`src/rtl/score_display.sv`:
```
// score_display: converts two 5-bit player scores to BCD with a sequential
// double-dabble engine, then time-multiplexes four active-low digits.
// Optional feature: define SCORE_DISPLAY_BLANK_EN to blank a tens digit of 0.
module score_display #(
    parameter int REFRESH_DIV = 100000
) (
    input  logic       clk,
    input  logic       reset,
    input  logic [4:0] score_p1,
    input  logic [4:0] score_p2,
    output logic [6:0] seg,
    output logic [3:0] an,
    output logic       dp,
    output logic       busy
);

    localparam int CW = (REFRESH_DIV > 1) ? $clog2(REFRESH_DIV) : 1;
    localparam logic [CW-1:0] REF_MAX = CW'(REFRESH_DIV - 1);

    typedef enum logic [1:0] {S_IDLE, S_SHIFT, S_COMMIT} state_t;

    state_t           r_state;
    state_t           w_state_next;
    logic [2:0]       r_cnt;
    logic [7:0]       r_bcd_p1;
    logic [7:0]       r_bcd_p2;
    logic [1:0][4:0]  w_score;
    logic [1:0]       w_snap_eq;
    logic [1:0][7:0]  w_bcd;
    logic             w_change;
    logic             w_load;
    logic             w_last_shift;

    assign w_score[0]   = score_p1;
    assign w_score[1]   = score_p2;
    assign w_change     = ~(&w_snap_eq);
    assign w_load       = (r_state == S_IDLE) && w_change;
    assign w_last_shift = (r_cnt == 3'd4);
    assign busy         = (r_state != S_IDLE);

    // State register
    always_ff @(posedge clk or negedge reset) begin
        if (!reset) r_state <= S_IDLE;
        else        r_state <= w_state_next;
    end

    // Next-state: start on snapshot mismatch, five shifts, one commit cycle
    always_comb begin
        w_state_next = r_state;
        case (r_state)
            S_IDLE:   if (w_change) w_state_next = S_SHIFT;
            S_SHIFT:  if (w_last_shift) w_state_next = S_COMMIT;
            S_COMMIT: w_state_next = S_IDLE;
            default:  w_state_next = S_IDLE;
        endcase
    end

    // Shift counter: cleared on load, counts completed shifts
    always_ff @(posedge clk or negedge reset) begin
        if (!reset)                   r_cnt <= 3'd0;
        else if (w_load)              r_cnt <= 3'd0;
        else if (r_state == S_SHIFT)  r_cnt <= r_cnt + 3'd1;
    end

    // Per-player snapshot and double-dabble register {tens, ones, binary}
    generate
        for (genvar gi = 0; gi < 2; gi++) begin : g_player
            logic [4:0]  r_snap;
            logic [12:0] r_sh;
            logic [12:0] w_adj;

            assign w_adj[12:9] = (r_sh[12:9] >= 4'd5) ? r_sh[12:9] + 4'd3 : r_sh[12:9];
            assign w_adj[8:5]  = (r_sh[8:5]  >= 4'd5) ? r_sh[8:5]  + 4'd3 : r_sh[8:5];
            assign w_adj[4:0]  = r_sh[4:0];
            assign w_snap_eq[gi] = (r_snap == w_score[gi]);
            assign w_bcd[gi]     = r_sh[12:5];

            // Load on a new score, otherwise adjust-then-shift while converting
            always_ff @(posedge clk or negedge reset) begin
                if (!reset) begin
                    r_snap <= 5'd0;
                    r_sh   <= 13'd0;
                end else if (w_load) begin
                    r_snap <= w_score[gi];
                    r_sh   <= {8'd0, w_score[gi]};
                end else if (r_state == S_SHIFT) begin
                    r_sh   <= w_adj << 1;
                end
            end
        end
    endgenerate

    // Both players' digits update on the same edge so the display never tears
    always_ff @(posedge clk or negedge reset) begin
        if (!reset) begin
            r_bcd_p1 <= 8'd0;
            r_bcd_p2 <= 8'd0;
        end else if (r_state == S_COMMIT) begin
            r_bcd_p1 <= w_bcd[0];
            r_bcd_p2 <= w_bcd[1];
        end
    end

    logic [CW-1:0] r_refresh;
    logic [1:0]    r_idx;
    logic [1:0]    w_idx_next;
    logic [3:0]    w_digit;
    logic [6:0]    w_seg_next;
    logic [3:0]    w_an_next;
    logic          w_dp_next;

    assign w_idx_next = r_idx + 2'd1;

    // Digit select, segment decode and anode/dp for the upcoming index
    always_comb begin
        w_digit = 4'd0;
        case (w_idx_next)
            2'd0:    w_digit = r_bcd_p2[3:0];
            2'd1:    w_digit = r_bcd_p2[7:4];
            2'd2:    w_digit = r_bcd_p1[3:0];
            default: w_digit = r_bcd_p1[7:4];
        endcase
        w_seg_next = 7'b1111111;
        case (w_digit)
            4'd0:    w_seg_next = 7'b1000000;
            4'd1:    w_seg_next = 7'b1111001;
            4'd2:    w_seg_next = 7'b0100100;
            4'd3:    w_seg_next = 7'b0110000;
            4'd4:    w_seg_next = 7'b0011001;
            4'd5:    w_seg_next = 7'b0010010;
            4'd6:    w_seg_next = 7'b0000010;
            4'd7:    w_seg_next = 7'b1111000;
            4'd8:    w_seg_next = 7'b0000000;
            4'd9:    w_seg_next = 7'b0010000;
            default: w_seg_next = 7'b1111111;
        endcase
`ifdef SCORE_DISPLAY_BLANK_EN
        // Odd indices are tens digits; a leading zero is blanked
        if (w_idx_next[0] && (w_digit == 4'd0)) w_seg_next = 7'b1111111;
`else
`endif
        w_an_next             = 4'b1111;
        w_an_next[w_idx_next] = 1'b0;
        w_dp_next             = (w_idx_next != 2'd2);
    end

    // Free-running scan: advance digit and load outputs when the counter wraps
    always_ff @(posedge clk or negedge reset) begin
        if (!reset) begin
            r_refresh <= '0;
            r_idx     <= 2'd0;
            an        <= 4'b1110;
            seg       <= 7'b1000000;
            dp        <= 1'b1;
        end else if (r_refresh == REF_MAX) begin
            r_refresh <= '0;
            r_idx     <= w_idx_next;
            an        <= w_an_next;
            seg       <= w_seg_next;
            dp        <= w_dp_next;
        end else begin
            r_refresh <= r_refresh + CW'(1);
        end
    end

endmodule

```
`config.mk`:
```
export PLATFORM = sky130hd
export DESIGN_NAME = score_display
export DESIGN_NICKNAME = d
export VERILOG_FILES = /design/src/rtl/score_display.sv
export SDC_FILE = /design/constraint.sdc
export NUM_CORES = 1
export LEC_CHECK = 0
export ABC_AREA = 1
export ABC_CLOCK_PERIOD_IN_PS = 1710
export CAP_MARGIN = 25
export CORE_UTILIZATION = 57
export CTS_CLUSTER_SIZE = 8
export DETAILED_ROUTE_END_ITERATION = 8
export DONT_BUFFER_PORTS = 1
export PLACE_DENSITY_LB_ADDON = 0.15
export SETUP_SLACK_MARGIN = 0.1
export SLEW_MARGIN = 20
export SYNTH_ARGS = -nofsm -noshare
export SYNTH_HDL_FRONTEND = slang
export SYNTH_SLANG_ARGS = --single-unit
```
`constraint.sdc`:
```
create_clock -name clk -period 1.71 [get_ports clk]
set_input_delay 0.513 -clock clk [delete_from_list [all_inputs] [get_ports clk]]
set_output_delay 0.513 -clock clk [all_outputs]
set_load 0.02 [all_outputs]
```
==> impl_metrics.tcl <==
set metrics [dict create \
    outcome "complete, but fails checks" \
    violations "negative hold slack, negative setup slack" \
    yosys.area_share.simple_pct 27.2 \
    dpl.cell_count 660 \
    startpoint_type "register" \
    regArea_um2 2190 \
    multi_input_area_um2 2270 \
    globalRouteMet3Util_pct 3.07 \
    maxSlewViolCount 0 \
    diodes 0 \
    crit_arrival_ns 2.07 \
    cts_num_sinks 87 \
    worstSetupEndpoint "seg[3]" \
    wl_mm 9.06 \
    die_x_um 92.3 \
    final_nets 615 \
    synth_ff_type "dfrtp_1" \
    worst_pin_slew_ns 0.328 \
    crit_start "r_idx[0]" \
    timing.final.crit_share_pct 104 \
    hpwl_mm 6.16 \
    ys_warn_count 0 \
    synth_common_cells "148 x nand2_1, 83 x dfrtp_1, 69 x inv_1, 39 x o21ai_0, 37 x nand3_1" \
    io_buffers 0 \
    drv_cap 0 \
    async_flop_share_pct 100 \
    layout-drive-gt1-share_pct 23.9 \
    synth_edf_count 0 \
    core_area_um2 7810 \
    ir_worst_vdd_mv 1.05 \
    setup_tns_ns -0.164 \
    grt_max_degree 88 \
    drtIter0Drc 182 \
    tritoncts "built" \
    min_period_ns 1.79 \
    worstPathRequired_ns 1.99 \
    initial_core_util_pct 59.5 \
    grt_pass1_vias 3435 \
    syn_nets 586 \
    hold_viol 83 \
    rr_startpoint "r_idx[0]" \
    max_clock_freq_mhz 560 \
    p_int_w 0.00473 \
    grt_use_met2_pct 37.5 \
    grt_use_total_pct 22.8 \
    reg2regPathDepth 12 \
    whs_ns -0.162 \
    synthMuxAreaShare_pct 0 \
    synthXorXnorAreaFrac_pct 2.45 \
    synth.top_cell.area_share_pct 44.7 \
    clk_path_buf_depth 2 \
    p_leak_nw 2.68 \
    r2r_setup_slack_ns -0.08 \
    yosysUniqueCellTypes 39 \
    synth_area_per_cell_um2 8.37 \
    instances_no_fill 691 \
    place_congestion 0.897 \
    fp.dieArea_um2 8520 \
    r2r_end "seg[3]" \
    drc 0 \
    cts-root-buf "clkbuf_8" \
    p_sw_w 0.00335 \
    timing.slew.headroom_pct 78.0 \
    yosysTopAreaCell "dfrtp_1" \
    clk_pin_slew_worst_paths_ns 0.10 \
    grt-busiest-layer "met2" \
    row_count 32 \
    synth_area_leaders "dfrtp_1 45%, nand2_1 12%, inv_1 5.6%, ha_1 5.1%, o21ai_0 4.2%" \
    fin_ws_ns -0.0758 \
    vias 3582 \
    synth-seq-cells 87 \
    use_met1_pct 31.0 \
    syn_inst 555 \
    die_y_um 92.3 \
    synth-adder-area-share_pct 5.12 \
    grt_overflow 0 \
    swShare_pct 41.4 \
    grt_pass1_wl_mm 15.5 \
    avgViaCountPerCell 5.18 \
    synth_top_family_by_area "simple AND/OR/NAND/NOR gates" \
    seq_area_frac_synth_pct 47.0 \
    power_frac_seq_pct 40.4 \
    critPathKind "reg2reg" \
    synth_compound_area_share_pct 9.56 \
    finalSetupViolations 3 \
    cts_buffers 9 \
    fin_skew_ns 0.0162 \
    antenna_found_initial 0 \
    critical_path.endpoint_type "register" \
    pwr-share-comb_pct 43.3 \
    nFillCells 625 \
    drt-pass1-iter-count 5 \
    rsz0062_at_grt "yes" \
    wl_per_cell_um 13.1 \
    syn_area_um2 4650 \
    min_path_type "in2async" \
    syn_to_final_growth_pct 15.2 \
    htreeDepth 3 \
    path_max_fanout 4 \
    power_density_nw_per_um2 1510 \
    ant_nets 0 \
    io_pins 25 \
    synth_most_common_cell "nand2_1" \
    clkPwrFrac_pct 16.3 \
    clock_latency_ns 0.36 \
]
==> cells in the final DEF, fill, tap and decap left out, types with 5 or more instances in the layout <==
cell and count:
xor2_1 10, a21oi_1 15, nand4_1 9, ha_1 11, nand2_1 134, dfrtp_1 80
clkbuf_8 10, nor2_4 5, o21ai_2 9, inv_2 9, ha_4 5, buf_4 23
nor2_1 30, nand3_1 36, o21ai_1 6, nor3_1 5, nand2_4 8, nor2_2 5
nand3_2 16, nand2_2 11, inv_1 63, o21ai_0 38
==> per-layer routing <==
metal,wire [µm],share of wire (%)
met1,4240,47
met2,4500,50
met3,246,2.7
met4,76,0.84
met5,0,0
==> cells by family (layout without fill, tap and decap cells) <==
family,Yosys count,after routing
and+or+nand+nor,267,269
DFF,87,87
xor gates and xnor gates,13,13
buffers and inverters,92,124
adders and majority gates,19,19
AOI/OAI and AO/OA,77,77
==> worst max-delay path: stages, from the launching register on <==
cell	delay, ns
dfrtp_2	0.47
buf_6	0.14
ha_4	0.17
nand2_2	0.06
nand2_2	0.06
o22ai_4	0.11
inv_2	0.05
buf_4	0.14
ha_4	0.26
nand2_1	0.05
nand2_1	0.06
nand2_1	0.06
a21oi_2	0.12
==> through the flow <==
step / instance area [µm²] / hold slack (ns) / util (%) / setup WS (ns) / total power, W
finish: 5350 / -0.162 / 68.6 / -0.0758 / 0.00808
floorplan: 4680 / 0.217 / - / 0.0103 / 0.00571
detailed placement: 4860 / 0.219 / 62.3 / -0.0594 / 0.00653
global placement: 4860 / 0.219 / 62.3 / -0.0203 / 0.00639
CTS: 5170 / -0.181 / 66.3 / -0.0447 / 0.00800
global route: 5350 / -0.181 / 68.6 / -0.152 / 0.00880
==> how the worst min path moves through the flow <==
stage	slack (ns)	cells past startpoint	to	from
2_1_floorplan	0.22	0	an[0]	reset
3_3_place_gp	0.22	0	g_player[1].r_sh[11]	reset
3_5_place_dp	0.22	0	g_player[1].r_sh[11]	reset
4_1_cts	-0.18	0	g_player[1].r_sh[10]	reset
5_1_grt	-0.18	0	g_player[1].r_sh[11]	reset
6_report	-0.16	0	g_player[1].r_sh[11]	reset
==> cell type report <==
| cell class | instances | area share [%] |
|---|---|---|
| Multi-Input combinational cell | 378 | 42.4 |
| Sequential cell | 87 | 40.8 |
| Inverter | 77 | 5.77 |
| Timing Repair Buffer | 31 | 5.28 |
| Clock buffer | 10 | 2.57 |
| Tap cell | 102 | 2.38 |
| Clock inverter | 6 | 0.795 |
==> repair_timing <==
action | CTS | global route
endpoints found under the setup margin | 9 | 50
resized for setup | 29 | 26
endpoints found under the hold margin | 87 | 87
pin swaps | 10 | 9
buffers inserted | 3 | 9
gates cloned | 1 | 2
==> flip-flops by register name, summed over array words and instances, names as in the netlist <==
name,cells
r_bcd_p2,8
r_refresh,17
g_player.r_sh,26
seg,7
r_idx,2
r_cnt,3
an,3
r_bcd_p1,8
r_state,2
dp,1
g_player.r_snap,10
==> power by group through the flow <==
stage / logic [W] / clock network (W) / registers [W]
after floorplan: 0.00259 / 0 / 0.00312
after global placement: 0.00314 / 0 / 0.00325
after detailed placement: 0.00326 / 0 / 0.00327
after CTS: 0.00339 / 0.00136 / 0.00325
after global routing: 0.00402 / 0.00144 / 0.00334
final: 0.00350 / 0.00132 / 0.00326
No activity file was read; power rests on OpenSTA's default activity.
==> edit 1 (same settings) <==
Make the reset (`reset`) synchronous in 5 clocked blocks.
--- a/src/rtl/score_display.sv
+++ b/src/rtl/score_display.sv
@@ -40,5 +40,5 @@
 
     // State register
-    always_ff @(posedge clk or negedge reset) begin
+    always_ff @(posedge clk) begin
         if (!reset) r_state <= S_IDLE;
         else        r_state <= w_state_next;
@@ -57,5 +57,5 @@
 
     // Shift counter: cleared on load, counts completed shifts
-    always_ff @(posedge clk or negedge reset) begin
+    always_ff @(posedge clk) begin
         if (!reset)                   r_cnt <= 3'd0;
         else if (w_load)              r_cnt <= 3'd0;
@@ -77,5 +77,5 @@
 
             // Load on a new score, otherwise adjust-then-shift while converting
-            always_ff @(posedge clk or negedge reset) begin
+            always_ff @(posedge clk) begin
                 if (!reset) begin
                     r_snap <= 5'd0;
@@ -92,5 +92,5 @@
 
     // Both players' digits update on the same edge so the display never tears
-    always_ff @(posedge clk or negedge reset) begin
+    always_ff @(posedge clk) begin
         if (!reset) begin
             r_bcd_p1 <= 8'd0;
@@ -146,5 +146,5 @@
 
     // Free-running scan: advance digit and load outputs when the counter wraps
-    always_ff @(posedge clk or negedge reset) begin
+    always_ff @(posedge clk) begin
         if (!reset) begin
             r_refresh <= '0;
Formal check against the unedited RTL: differs if reset is asserted again (counterexample within 4 cycles, from zero or initial values and one cycle with reset low); with reset held inactive, the same outputs for 10 cycles.
==> edit 1 against the original RTL <==
Count of clock-buffer cells in the layout is 1 lower. Setup slack improved by 110 ps. Area after synthesis shrank 8.9%. Global-route usage is 0.84 points higher. Design area fell by 11%. Sequential cell count did not move. Fmax increased by 6.5%. Wire length is 3.0% lower. Critical endpoint is now seg[5].
Power is not compared: it rests on default switching activity, and its combinational part moved more than twofold at a synthesized area within 25%.
==> edit 1: results (changes against the original RTL) <==
| Metric | Value |
|---|---|
| Outcome | complete, no violations (was finished with violations) |
| Area post-placement | 0.00444 mm^2 (was 0.00486 mm^2) |
| GP Congestion | 0.842 (was 0.897) |
| R2R Setup Slk | 30 ps (was -80 ps) |
| Vias in the first global route | 3186 (was 3435) |
| Drt wl/cell | 12.7 um (was 13.1 um) |
| Post-synthesis sequential area ratio | 41.1% (was 47.0%) |
| Nets | 621 (was 615) |
| Worst path max stage delay | 380 ps (was 470 ps) |
| R2R Path Start | r_idx[1] (was r_idx[0]) |
| 1st-pass router iterations | 4 (was 5) |
| Global Route Usage Sum | 23.6% (was 22.8%) |
| Vias | 3610 (was 3582) |
| Fillers | 649 (was 625) |
| Area contributors post-synth | dfxtp_1, nand2_1, inv_1, ha_1, nor2_1 (was dfrtp_1, nand2_1, inv_1, ha_1, o21ai_0) |
| Met1 usage | 29.9% (was 31.0%) |
| Post-synth top cells | nand2_1, dfxtp_1, inv_1 (was nand2_1, dfrtp_1, inv_1) |
| R2r endpoint | seg[5] (was seg[3]) |
| Syn Nets | 609 (was 586) |
| Worst min-delay path category | in -> reg (was in -> async) |
| Critical path peak fanout | 7 (was 4) |
| Compound-Gate Fraction of Synth Area | 12.7% (was 9.56%) |
| Post-Synth XOR/XNOR Area | 3.31% (was 2.45%) |
| Worst rel slew slack | 65.1% (was 78.0%) |
| Met2 usage | 40.3% (was 37.5%) |
==> edit 1: cell count changes in the layout (fill, tap and decap cells not counted), sizes merged, moves of 9 or more <==
cell / before / now
dfxtp: 0 / 87
dfrtp: 83 / 0
a21oi: 19 / 41
nand3: 52 / 32
nor2: 40 / 60
nand2: 154 / 142
buf: 31 / 21
o21ai: 53 / 43
nand4: 9 / 18
==> edit 1: per-stage QoR <==
step	setup slack (ps)	utilization, %
4_1_cts	40.5	65.1
5_1_grt	-61.4	66.4
3_3_place_gp	45.5	61.6
6_report	33.5	66.4
2_1_floorplan	74.0	-
3_5_place_dp	-13.3	61.6
==> edit 1: cell type report <==
cell class | instances | area (um^2) | share of cell area [%]
tap | 99 | 124 | 2.59
clock inverter | 7 | 72.6 | 1.52
timing repair buffer | 21 | 178 | 3.71
clock buffer | 9 | 124 | 2.59
inverter | 72 | 285 | 5.96
sequential | 87 | 1750 | 36.6
multi-input combinational | 399 | 2250 | 47.0
==> edit 1: worst max path at each step <==
stage	end	slack, ps	cells past startpoint
finish	seg[5]	30	12
CTS	seg[1]	40	10
detailed placement	seg[1]	-10	10
global route	seg[3]	-60	12
global placement	seg[1]	50	10
floorplan	seg[1]	70	9
==> edit 1: power by group through the flow <==
stage,Clock [W],Sequential (W),Combinational [W]
6_report,0.00144,0.00211,0.000246
5_1_grt,0.00154,0.00211,0.000285
4_1_cts,0.00147,0.00210,0.000244
3_5_place_dp,0,0.00215,0.000241
3_3_place_gp,0,0.00215,0.000236
2_1_floorplan,0,0.00214,0.000203
==> edit 1: timing repair <==
| item | in CTS | in global routing |
|---|---|---|
| setup endpoints to repair | 20 | 46 |
| resized for setup | 6 | 20 |
| endpoints found under the hold margin | 0 | 0 |
| setup buffers | 5 | 3 |
| pin swaps | 4 | 15 |
==> edit 1: metal layers <==
| layer | wire, um | part of all wire [%] | vias up |
|---|---|---|---|
| li1 | - | - | 1887 |
| met1 | 4060 | 46 | 1658 |
| met2 | 4250 | 48 | 50 |
| met3 | 298 | 3.4 | 15 |
| met4 | 185 | 2.1 | 0 |
| met5 | 0 | 0 | - |
==> edit 1: cell families after synthesis <==
group                    count (synthesis)
buffers and inverters                   92
AND/OR/NAND/NOR                        267
flip-flops                              87
adder cells (fa/ha/maj)                 19
AO/OA/AOI/OAI                           97
XOR/XNOR                                16
==> edit 2 (same flow settings) <==
Made on the original files. Change the parameter `REFRESH_DIV` from 100000 to 50000.
--- a/src/rtl/score_display.sv
+++ b/src/rtl/score_display.sv
@@ -3,5 +3,5 @@
 // Optional feature: define SCORE_DISPLAY_BLANK_EN to blank a tens digit of 0.
 module score_display #(
-    parameter int REFRESH_DIV = 100000
+    parameter int REFRESH_DIV = 50000
 ) (
     input  logic       clk,
Check against the original RTL: same outputs for any inputs over 10 cycles, from zero or initial values and one cycle with reset low; that may be too few to reach the edited logic, so the function may still have changed.
==> edit 2 against the original RTL <==
The run still ends with negative hold slack, negative setup slack left. Sequential cell count fell by 1. Synthesized cell count fell by 2.3%. Wire length grew 2.7%. Total power is 1.6% higher. Design area fell by 1.5%. Setup slack improved by 37 ps. Area after synthesis shrank 4.5%. Core utilization grew 2.6 points.
==> edit 2: results (changes against the original RTL) <==
| Metric | Value |
|---|---|
| Outcome | finished with violations (unchanged) |
| Failing checks | negative hold slack, negative setup slack (unchanged) |
| Delay-heaviest family, CP | simple AND/OR/NAND/NOR gates (was flip-flops) |
| Critical path peak fanout | 3 (was 4) |
| Detailed router's first-iteration violation count | 144 (was 182) |
| Nets | 607 (was 615) |
| Final HPWL DP | 5790 um (was 6160 um) |
| Met3 wire len | 241 um (was 246 um) |
| Switching portion of total power | 40.2% (was 41.4%) |
| Critical path data arrival time | 2030 ps (was 2070 ps) |
| Final hold violation count | 82 (was 83) |
| Layout cells sized above 1 | 22.0% (was 23.9%) |
| GP Congestion | 0.807 (was 0.897) |
| Hold_ws | -153 ps (was -162 ps) |
| Post-Synth Adder-Cell Area | 5.36% (was 5.12%) |
| Met2 usage | 40.3% (was 37.5%) |
| Setup slack after layout | -38.9 ps (was -75.8 ps) |
| Post-Synth XOR/XNOR Area | 2.37% (was 2.45%) |
| M1 WL | 4060 um (was 4240 um) |
| Met3 Use GR | 3.55% (was 3.07%) |
| Cells after Synth | 542 (was 555) |
| CTS Buf Count | 9 (unchanged) |
| Fillers | 562 (was 625) |
| Syn Nets | 573 (was 586) |
| First-pass GRT wire length | 15200 um (was 15500 um) |
| Async SR Flop Fraction | 100% (unchanged) |
| Global Route Usage Sum | 23.1% (was 22.8%) |
| Met2 wire length | 4840 um (was 4500 um) |
| Dpl cells | 642 (was 660) |
| Clock net power | 0.00139 W (was 0.00132 W) |
| Leak | 2.66 nW (was 2.68 nW) |
| Largest net degree at the start of global routing | 87 (was 88) |
| Slowest CP cell | dfrtp_1 (was dfrtp_2) |
| Compound-Gate Fraction of Synth Area | 9.64% (was 9.56%) |
| Final wirelength | 9310 um (was 9060 um) |
| Startpoint Class | flop (unchanged) |
| Worst path max stage delay | 430 ps (was 470 ps) |
| Vias | 3569 (was 3582) |
| Worst clock skew | 14.1 ps (was 16.2 ps) |
| 1st-pass router iterations | 4 (was 5) |
| Vias in the first global route | 3443 (was 3435) |
| Post-synthesis sequential area ratio | 48.6% (was 47.0%) |
| R2r endpoint | seg[2] (was seg[3]) |
| Area contributors post-synth | dfrtp_1, nand2_1, inv_1, nand3_1, ha_1 (was dfrtp_1, nand2_1, inv_1, ha_1, o21ai_0) |
| Setup TNS | -115 ps (was -164 ps) |
| Slew @ Worst Pin | 420 ps (was 328 ps) |
| Top Registers | g_player.r_sh (26), r_refresh (16), g_player.r_snap (10) (was g_player.r_sh (26), r_refresh (17), g_player.r_snap (10)) |
| Yosys cell types | 35 (was 39) |
| Post-CTS sizing | 12 (was 29) |
| Post-synth top cells | nand2_1, dfrtp_1, inv_1 (unchanged) |
| Final setup vio count | 5 (was 3) |
| Reg power frac | 39.1% (was 40.4%) |
| Peak supply drop | 978 uV (was 1050 uV) |
| Worst setup path end | seg[2] (was seg[3]) |
| Drt wl/cell | 13.7 um (was 13.1 um) |
| Met1 usage | 28.4% (was 31.0%) |
| Reg2Reg Depth | 11 (was 12) |
| # Post-CTS Setup Buffers | 9 (was 3) |
[edit 2: area by class of cell]
type / count / share of cell area [%]
Timing Repair Buffer: 37 / 7.26
Multi-Input combinational cell: 370 / 40.4
Tap cell: 99 / 2.35
Inverter: 72 / 5.60
Sequential cell: 86 / 40.9
Clock inverter: 5 / 0.997
Clock buffer: 11 / 2.49
[edit 2: worst min-delay path by stage]
stage | slack (ps) | endpoint | cells past startpoint | from
after global placement | 220 | r_refresh[15] | 0 | reset
after detailed placement | 220 | r_refresh[15] | 0 | reset
after CTS | -180 | g_player[0].r_sh[10] | 0 | reset
final | -150 | r_refresh[2] | 0 | reset
after floorplan | 220 | an[0] | 0 | reset
after global routing | -170 | seg[2] | 0 | reset
[edit 2: metrics by stage]
step                worst slack, ps  total power [W]  area, um^2
global route                   -163          0.00888        5270
CTS                           -50.2          0.00760        4930
finish                        -38.9          0.00821        5270
floorplan                      31.2          0.00537        4450
global placement               29.6          0.00598        4630
detailed placement            -37.9          0.00610        4630
